### src/rtl/jtdd_prog_sdram.sv
// Download-side SDRAM writer: buffers programming bytes in a small FIFO,
// merges byte pairs aimed at the same 16-bit word, and issues them to the
// SDRAM controller over a req/ack handshake.
//
//  state   | meaning
//  --------+-----------------------------------------------
//  ST_IDLE | no request outstanding; load head when FIFO non-empty
//  ST_REQ  | request presented, waiting for sdram_ack
module jtdd_prog_sdram #(
    parameter int AW    = 22,
    parameter int DEPTH = 4
) (
    input  logic          rst,
    input  logic          clk,
    input  logic          downloading,
    input  logic [AW-1:0] prog_addr,
    input  logic [7:0]    prog_data,
    input  logic [1:0]    prog_mask,
    input  logic          prog_we,
    output logic          sdram_req,
    output logic [AW-1:0] sdram_addr,
    output logic [15:0]   sdram_din,
    output logic [1:0]    sdram_dqm,
    input  logic          sdram_ack,
    output logic          prog_full,
    output logic          overflow,
    output logic          dwnld_done
);

    localparam int PW = $clog2(DEPTH);
    localparam int CW = PW + 1;

    typedef enum logic {ST_IDLE, ST_REQ} state_t;

    state_t state, state_nxt;

    logic [AW-1:0] fifo_addr [DEPTH];
    logic [15:0]   fifo_data [DEPTH];
    logic [1:0]    fifo_mask [DEPTH];

    logic [PW-1:0] rd_ptr, wr_ptr, tail_ptr;
    logic [CW-1:0] count;
    logic          empty, lane_valid, merge, push, drop, pop, load;
    logic          dl_q, dl_rise, dl_fall, pending, done_cond;

    assign tail_ptr   = wr_ptr - PW'(1);
    assign empty      = (count == '0);
    assign prog_full  = (count == CW'(DEPTH));
    assign lane_valid = prog_we && (prog_mask != 2'b11);

    // The tail may only absorb a byte if it is not the entry being presented
    // and the two writes touch disjoint lanes of the same word.
    assign merge = lane_valid && !empty && (tail_ptr != rd_ptr) &&
                   (fifo_addr[tail_ptr] == prog_addr) &&
                   ((fifo_mask[tail_ptr] | prog_mask) == 2'b11);

    // A pop in the same cycle frees a slot, so a push at full still fits.
    assign push = lane_valid && !merge && (!prog_full || pop);
    assign drop = lane_valid && !merge && prog_full && !pop;

    assign dl_rise   = downloading && !dl_q;
    assign dl_fall   = !downloading && dl_q;
    assign done_cond = pending && empty && (state == ST_IDLE) && !prog_we && !dl_rise;

    // FIFO storage: write new entries at wr_ptr or patch a lane of the tail
    always_ff @(posedge clk) begin
        if (push) begin
            fifo_addr[wr_ptr] <= prog_addr;
            fifo_data[wr_ptr] <= {prog_data, prog_data};
            fifo_mask[wr_ptr] <= prog_mask;
        end else if (merge) begin
            if (!prog_mask[0]) fifo_data[tail_ptr][7:0]  <= prog_data;
            if (!prog_mask[1]) fifo_data[tail_ptr][15:8] <= prog_data;
            fifo_mask[tail_ptr] <= fifo_mask[tail_ptr] & prog_mask;
        end
    end

    // FIFO pointers and occupancy
    always_ff @(posedge clk or posedge rst) begin
        if (rst) begin
            rd_ptr <= '0;
            wr_ptr <= '0;
            count  <= '0;
        end else begin
            if (push) wr_ptr <= wr_ptr + PW'(1);
            if (pop)  rd_ptr <= rd_ptr + PW'(1);
            case ({push, pop})
                2'b10:   count <= count + CW'(1);
                2'b01:   count <= count - CW'(1);
                default: count <= count;
            endcase
        end
    end

    // FSM state register
    always_ff @(posedge clk or posedge rst) begin
        if (rst) state <= ST_IDLE;
        else     state <= state_nxt;
    end

    // FSM next-state logic
    always_comb begin
        state_nxt = state;
        case (state)
            ST_IDLE: if (!empty)   state_nxt = ST_REQ;
            ST_REQ:  if (sdram_ack) state_nxt = ST_IDLE;
            default: state_nxt = ST_IDLE;
        endcase
    end

    // FSM outputs: request flag, head load and pop strobes
    always_comb begin
        sdram_req = 1'b0;
        load      = 1'b0;
        pop       = 1'b0;
        case (state)
            ST_IDLE: load = !empty;
            ST_REQ: begin
                sdram_req = 1'b1;
                pop       = sdram_ack;
            end
            default: ;
        endcase
    end

    // Request payload registers, captured from the head when leaving IDLE
    always_ff @(posedge clk or posedge rst) begin
        if (rst) begin
            sdram_addr <= '0;
            sdram_din  <= '0;
            sdram_dqm  <= 2'b11;
        end else if (load) begin
            sdram_addr <= fifo_addr[rd_ptr];
            sdram_din  <= fifo_data[rd_ptr];
            sdram_dqm  <= fifo_mask[rd_ptr];
        end
    end

    // Overflow flag and end-of-download completion pulse
    always_ff @(posedge clk or posedge rst) begin
        if (rst) begin
            dl_q       <= 1'b0;
            pending    <= 1'b0;
            dwnld_done <= 1'b0;
            overflow   <= 1'b0;
        end else begin
            dl_q       <= downloading;
            dwnld_done <= done_cond;
            if (dl_rise)        pending <= 1'b0;
            else if (dl_fall)   pending <= 1'b1;
            else if (done_cond) pending <= 1'b0;
            if (dl_rise)        overflow <= 1'b0;
            else if (drop)      overflow <= 1'b1;
        end
    end

endmodule

### config.mk
export PLATFORM = sky130hd
export DESIGN_NAME = jtdd_prog_sdram
export DESIGN_NICKNAME = d
export VERILOG_FILES = /design/src/rtl/jtdd_prog_sdram.sv
export SDC_FILE = /design/constraint.sdc
export NUM_CORES = 1
export LEC_CHECK = 0
export BUFFER_PORTS_ARGS = -buffer_cell sky130_fd_sc_hd__buf_4
export CAP_MARGIN = 10
export CORE_AREA = 8 8 141 143
export CTS_BUF_LIST = sky130_fd_sc_hd__clkbuf_4 sky130_fd_sc_hd__clkbuf_8 sky130_fd_sc_hd__clkbuf_16
export CTS_CLUSTER_DIAMETER = 80
export DETAILED_ROUTE_END_ITERATION = 7
export DIE_AREA = 0 0 149 151
export PLACE_DENSITY = 0.73
export SYNTH_ARGS = -nofsm -noshare
export SYNTH_HDL_FRONTEND = slang
export SYNTH_SLANG_ARGS = --single-unit
### constraint.sdc
create_clock -name clk -period 6.5 [get_ports clk]
set_clock_uncertainty 0.1 [all_clocks]
set_input_delay 0.65 -clock clk [delete_from_list [all_inputs] [get_ports clk]]
set_output_delay 0.65 -clock clk [all_outputs]
set_load 0.02 [all_outputs]
==> results.tsv <==
metric	value	unit
status	complete, no violations	
Hold Crit Class	in2reg	
Synth cell types	60	
CTS Buf Count	22	
Final TNS setup	0	ps
period utilisation layout	0.776	
initial drt markers	437	
Vias/cell	6.10	
Worst Tran Pin Value	1100	ps
largest net degree at the start of global routing	53	
most area-hungry cell type in the Yosys netlist	edfxtp_1	
post-DP HPWL	13400	um
Cell Pwr Density	502	nW/um2
classification of the worst setup path	reg2reg	
DRT Pass-1 Iters	5	
EDFF count, synth	160	
total power	5.54	mW
Critical Path AT	5320	ps
total number of vias	5351	
Worst-path clk slew	60	ps
Syn-to-layout area delta	17.4	%
clock share of power	0.236	
Syn Nets	585	
Critical Path Start	wr_ptr[1]	
Hold Vio Cnt, Final	0	
final antenna-violating net count	0	
Synth top area share	0.511	
GR Overflow Total	0	
r2r endpoint	count[2]	
Synth Warn #	0	
H-tree depth	1	
first-pass GRT wire length	32400	um
initial antenna violation count	0	
WL/cell	23.2	um
RSZ-0062 raised after global routing	false	
Sw Pwr	1.84	mW
nets	676	
Critical R2R Launch	wr_ptr[1]	
placed cell area	10300	um2
Core Area	17700	um2
PostCTS Resize Cnt	0	
FMAX	198	MHz
cell count after synthesis	541	
Max-slew headroom	0.264	
worst reg2reg path depth	14	
DRT Wirelength	20400	um
critical path data required time	6770	ps
Net Sw Frac	0.333	
clk_lat worst skew	490	ps
Seq/Total Area, Yosys	0.649	
flop-to-flop setup slack	1460	ps
# port buffers	80	
Core Rows	49	
worst vdd ir	349	uV
num ports	81	
Synth Flop Type	edfxtp_1	
postcts setup bufs	0	
Area contributors post-synth	edfxtp_1 51%, dfrtp_1 13%, mux4_2 13%, mux2_2 5.0%, mux2i_1 2.8%	
setup violators final	0	
final hold slack	185	ps
mapped cell area	9410	um2
minimum clock period	5040	ps
synthesized flop and latch total	212	
CP Launch Type	register	
Finished Core Util	0.625	
critical path endpoint	count[2]	
Num Clock Sinks	212	
CTS max path bufs	3	
gr usage total	0.185	
sequential power share	0.352	
CP Capture Type	register	
hold-fix buffers at CTS	0	
vias in the first global route	5765	
Max-Cap Viols	0	
fin. max-slew vios	0	
syn avg cell area	17.4	um2
post-route cell area	11000	um2
P_int	3.69	mW
CTS tree	done	
CTS Root Cell	clkbuf_16	
share of layout cells above drive strength 1	0.384	
full die area	22500	um2
Logic pwr share	0.412	
die span in y	151	um
Async SR Flop Fraction	0.245	
Die W	149	um
RD Place Congestion	0.932	
Static Leakage	4.06	nW
Initial Util	0.533	
drc violations	0	
Ant. Diodes	0	
critical-path maximum fanout	23	
[cell usage in the layout (no fill, tap or decap), types with 3 or more instances in the layout]
cell type / netlist / routed
xnor2_1: 15 / 15
buf_4: 4 / 94
dfrtp_1: 50 / 48
nand3_1: 3 / 3
mux2_2: 42 / 42
nand2_1: 15 / 15
a2bb2oi_1: 3 / 3
nand4_1: 6 / 6
o21ai_0: 8 / 8
mux4_2: 55 / 55
or4_1: 3 / 3
inv_1: 16 / 15
nand2b_1: 3 / 3
clkinv_2: 0 / 3
a21oi_1: 15 / 15
a31o_2: 4 / 4
o21bai_1: 3 / 3
a211o_1: 3 / 3
clkbuf_4: 0 / 7
nor4_1: 6 / 6
edfxtp_1: 160 / 160
and2_1: 6 / 6
ha_1: 6 / 5
mux2i_1: 26 / 26
a31o_1: 4 / 4
bufinv_16: 0 / 3
or3_1: 3 / 3
clkbuf_16: 0 / 23
o22ai_1: 3 / 3
nor2_1: 14 / 14
[cells in the mapped netlist, drive strengths merged, types with 3 or more instances]
| cell type | count |
|---|---|
| edfxtp | 160 |
| mux4 | 55 |
| dfrtp | 50 |
| mux2 | 42 |
| mux2i | 26 |
| inv | 16 |
| a21oi | 15 |
| buf | 15 |
| nand2 | 15 |
| nor2 | 15 |
| xnor2 | 15 |
| clkbuf | 12 |
| o21ai | 9 |
| a31o | 8 |
| and2 | 6 |
| ha | 6 |
| nand4 | 6 |
| nor4 | 6 |
| nand3 | 4 |
| a211o | 3 |
| a2bb2oi | 3 |
| nand2b | 3 |
| nor2b | 3 |
| o21bai | 3 |
| o22ai | 3 |
| or3 | 3 |
| or4 | 3 |
[power by group through the flow]
stage	combinational [mW]	clock (mW)	sequential [mW]
2_1_floorplan	1.50	0	2.10
3_3_place_gp	2.25	0	1.95
3_5_place_dp	2.29	0	1.97
4_1_cts	2.31	1.33	1.95
5_1_grt	2.44	1.38	1.98
6_report	2.28	1.31	1.95
[cell type report]
type	instances	area, um2
Tap cell	229	287
Timing Repair Buffer	94	706
Clock buffer	32	656
Multi-Input combinational cell	285	3100
Sequential cell	212	6110
Clock inverter	8	116
Inverter	17	63.8
Fill cell	1286	6620
[worst min-delay path by stage]
stage,start,end,slack [ps],depth (start not counted)
2_1_floorplan,pending,dwnld_done,380,2
3_3_place_gp,sdram_addr[0],sdram_addr[0],390,1
3_5_place_dp,sdram_din[13],sdram_din[13],400,1
4_1_cts,downloading,dl_q,170,1
5_1_grt,downloading,dl_q,180,1
6_report,downloading,dl_q,190,1
[critical path: stages (launching register included)]
cell      delay, ps
dfrtp_1         410
inv_1           120
ha_2            780
buf_4           360
mux4_2          340
xnor2_1         190
nand2_1          70
nor4_1          360
nand4_1         240
o21ai_2         480
nand2_1         130
fa_1            480
or3b_2          500
o311ai_1        260
nor2_1           80
[per-layer routing]
| layer | global-route usage | share of wire | wire length, um | vias up |
|---|---|---|---|---|
| met2 | 0.305 | 0.49 | 10100 | 177 |
| met4 | 0.0515 | 0.014 | 293 | 0 |
| met3 | 0.0305 | 0.060 | 1230 | 27 |
| met1 | 0.252 | 0.43 | 8790 | 2801 |
| li1 | - | - | - | 2346 |
| met5 | 0 | 0 | 0 | - |
[flip-flops by register name, indices dropped and copies added (netlist names), 2 cells and up]
register,flops
fifo_mask,8
wr_ptr,2
count,3
sdram_addr,22
fifo_data,64
sdram_dqm,2
rd_ptr,2
fifo_addr,88
sdram_din,16
[cell families (layout without fill, tap and decap cells)]
| family | count (synthesis) | in the layout | synth area share |
|---|---|---|---|
| AOI/OAI and AO/OA | 61 | 61 | 0.0456 |
| xor gates and xnor gates | 16 | 16 | 0.0149 |
| adders and majority gates | 7 | 7 | 0.0101 |
| buffers and inverters | 44 | 151 | 0.0219 |
| DFF | 212 | 212 | 0.649 |
| muxes | 123 | 123 | 0.210 |
| and+or+nand+nor | 78 | 78 | 0.0485 |
[through the flow]
stage,worst slack (ps),cells
4_1_cts,1490,877
2_1_floorplan,1930,541
5_1_grt,1110,877
3_5_place_dp,1510,837
6_report,1460,877
3_3_place_gp,1750,837
No activity file was read; power rests on OpenSTA's default activity.
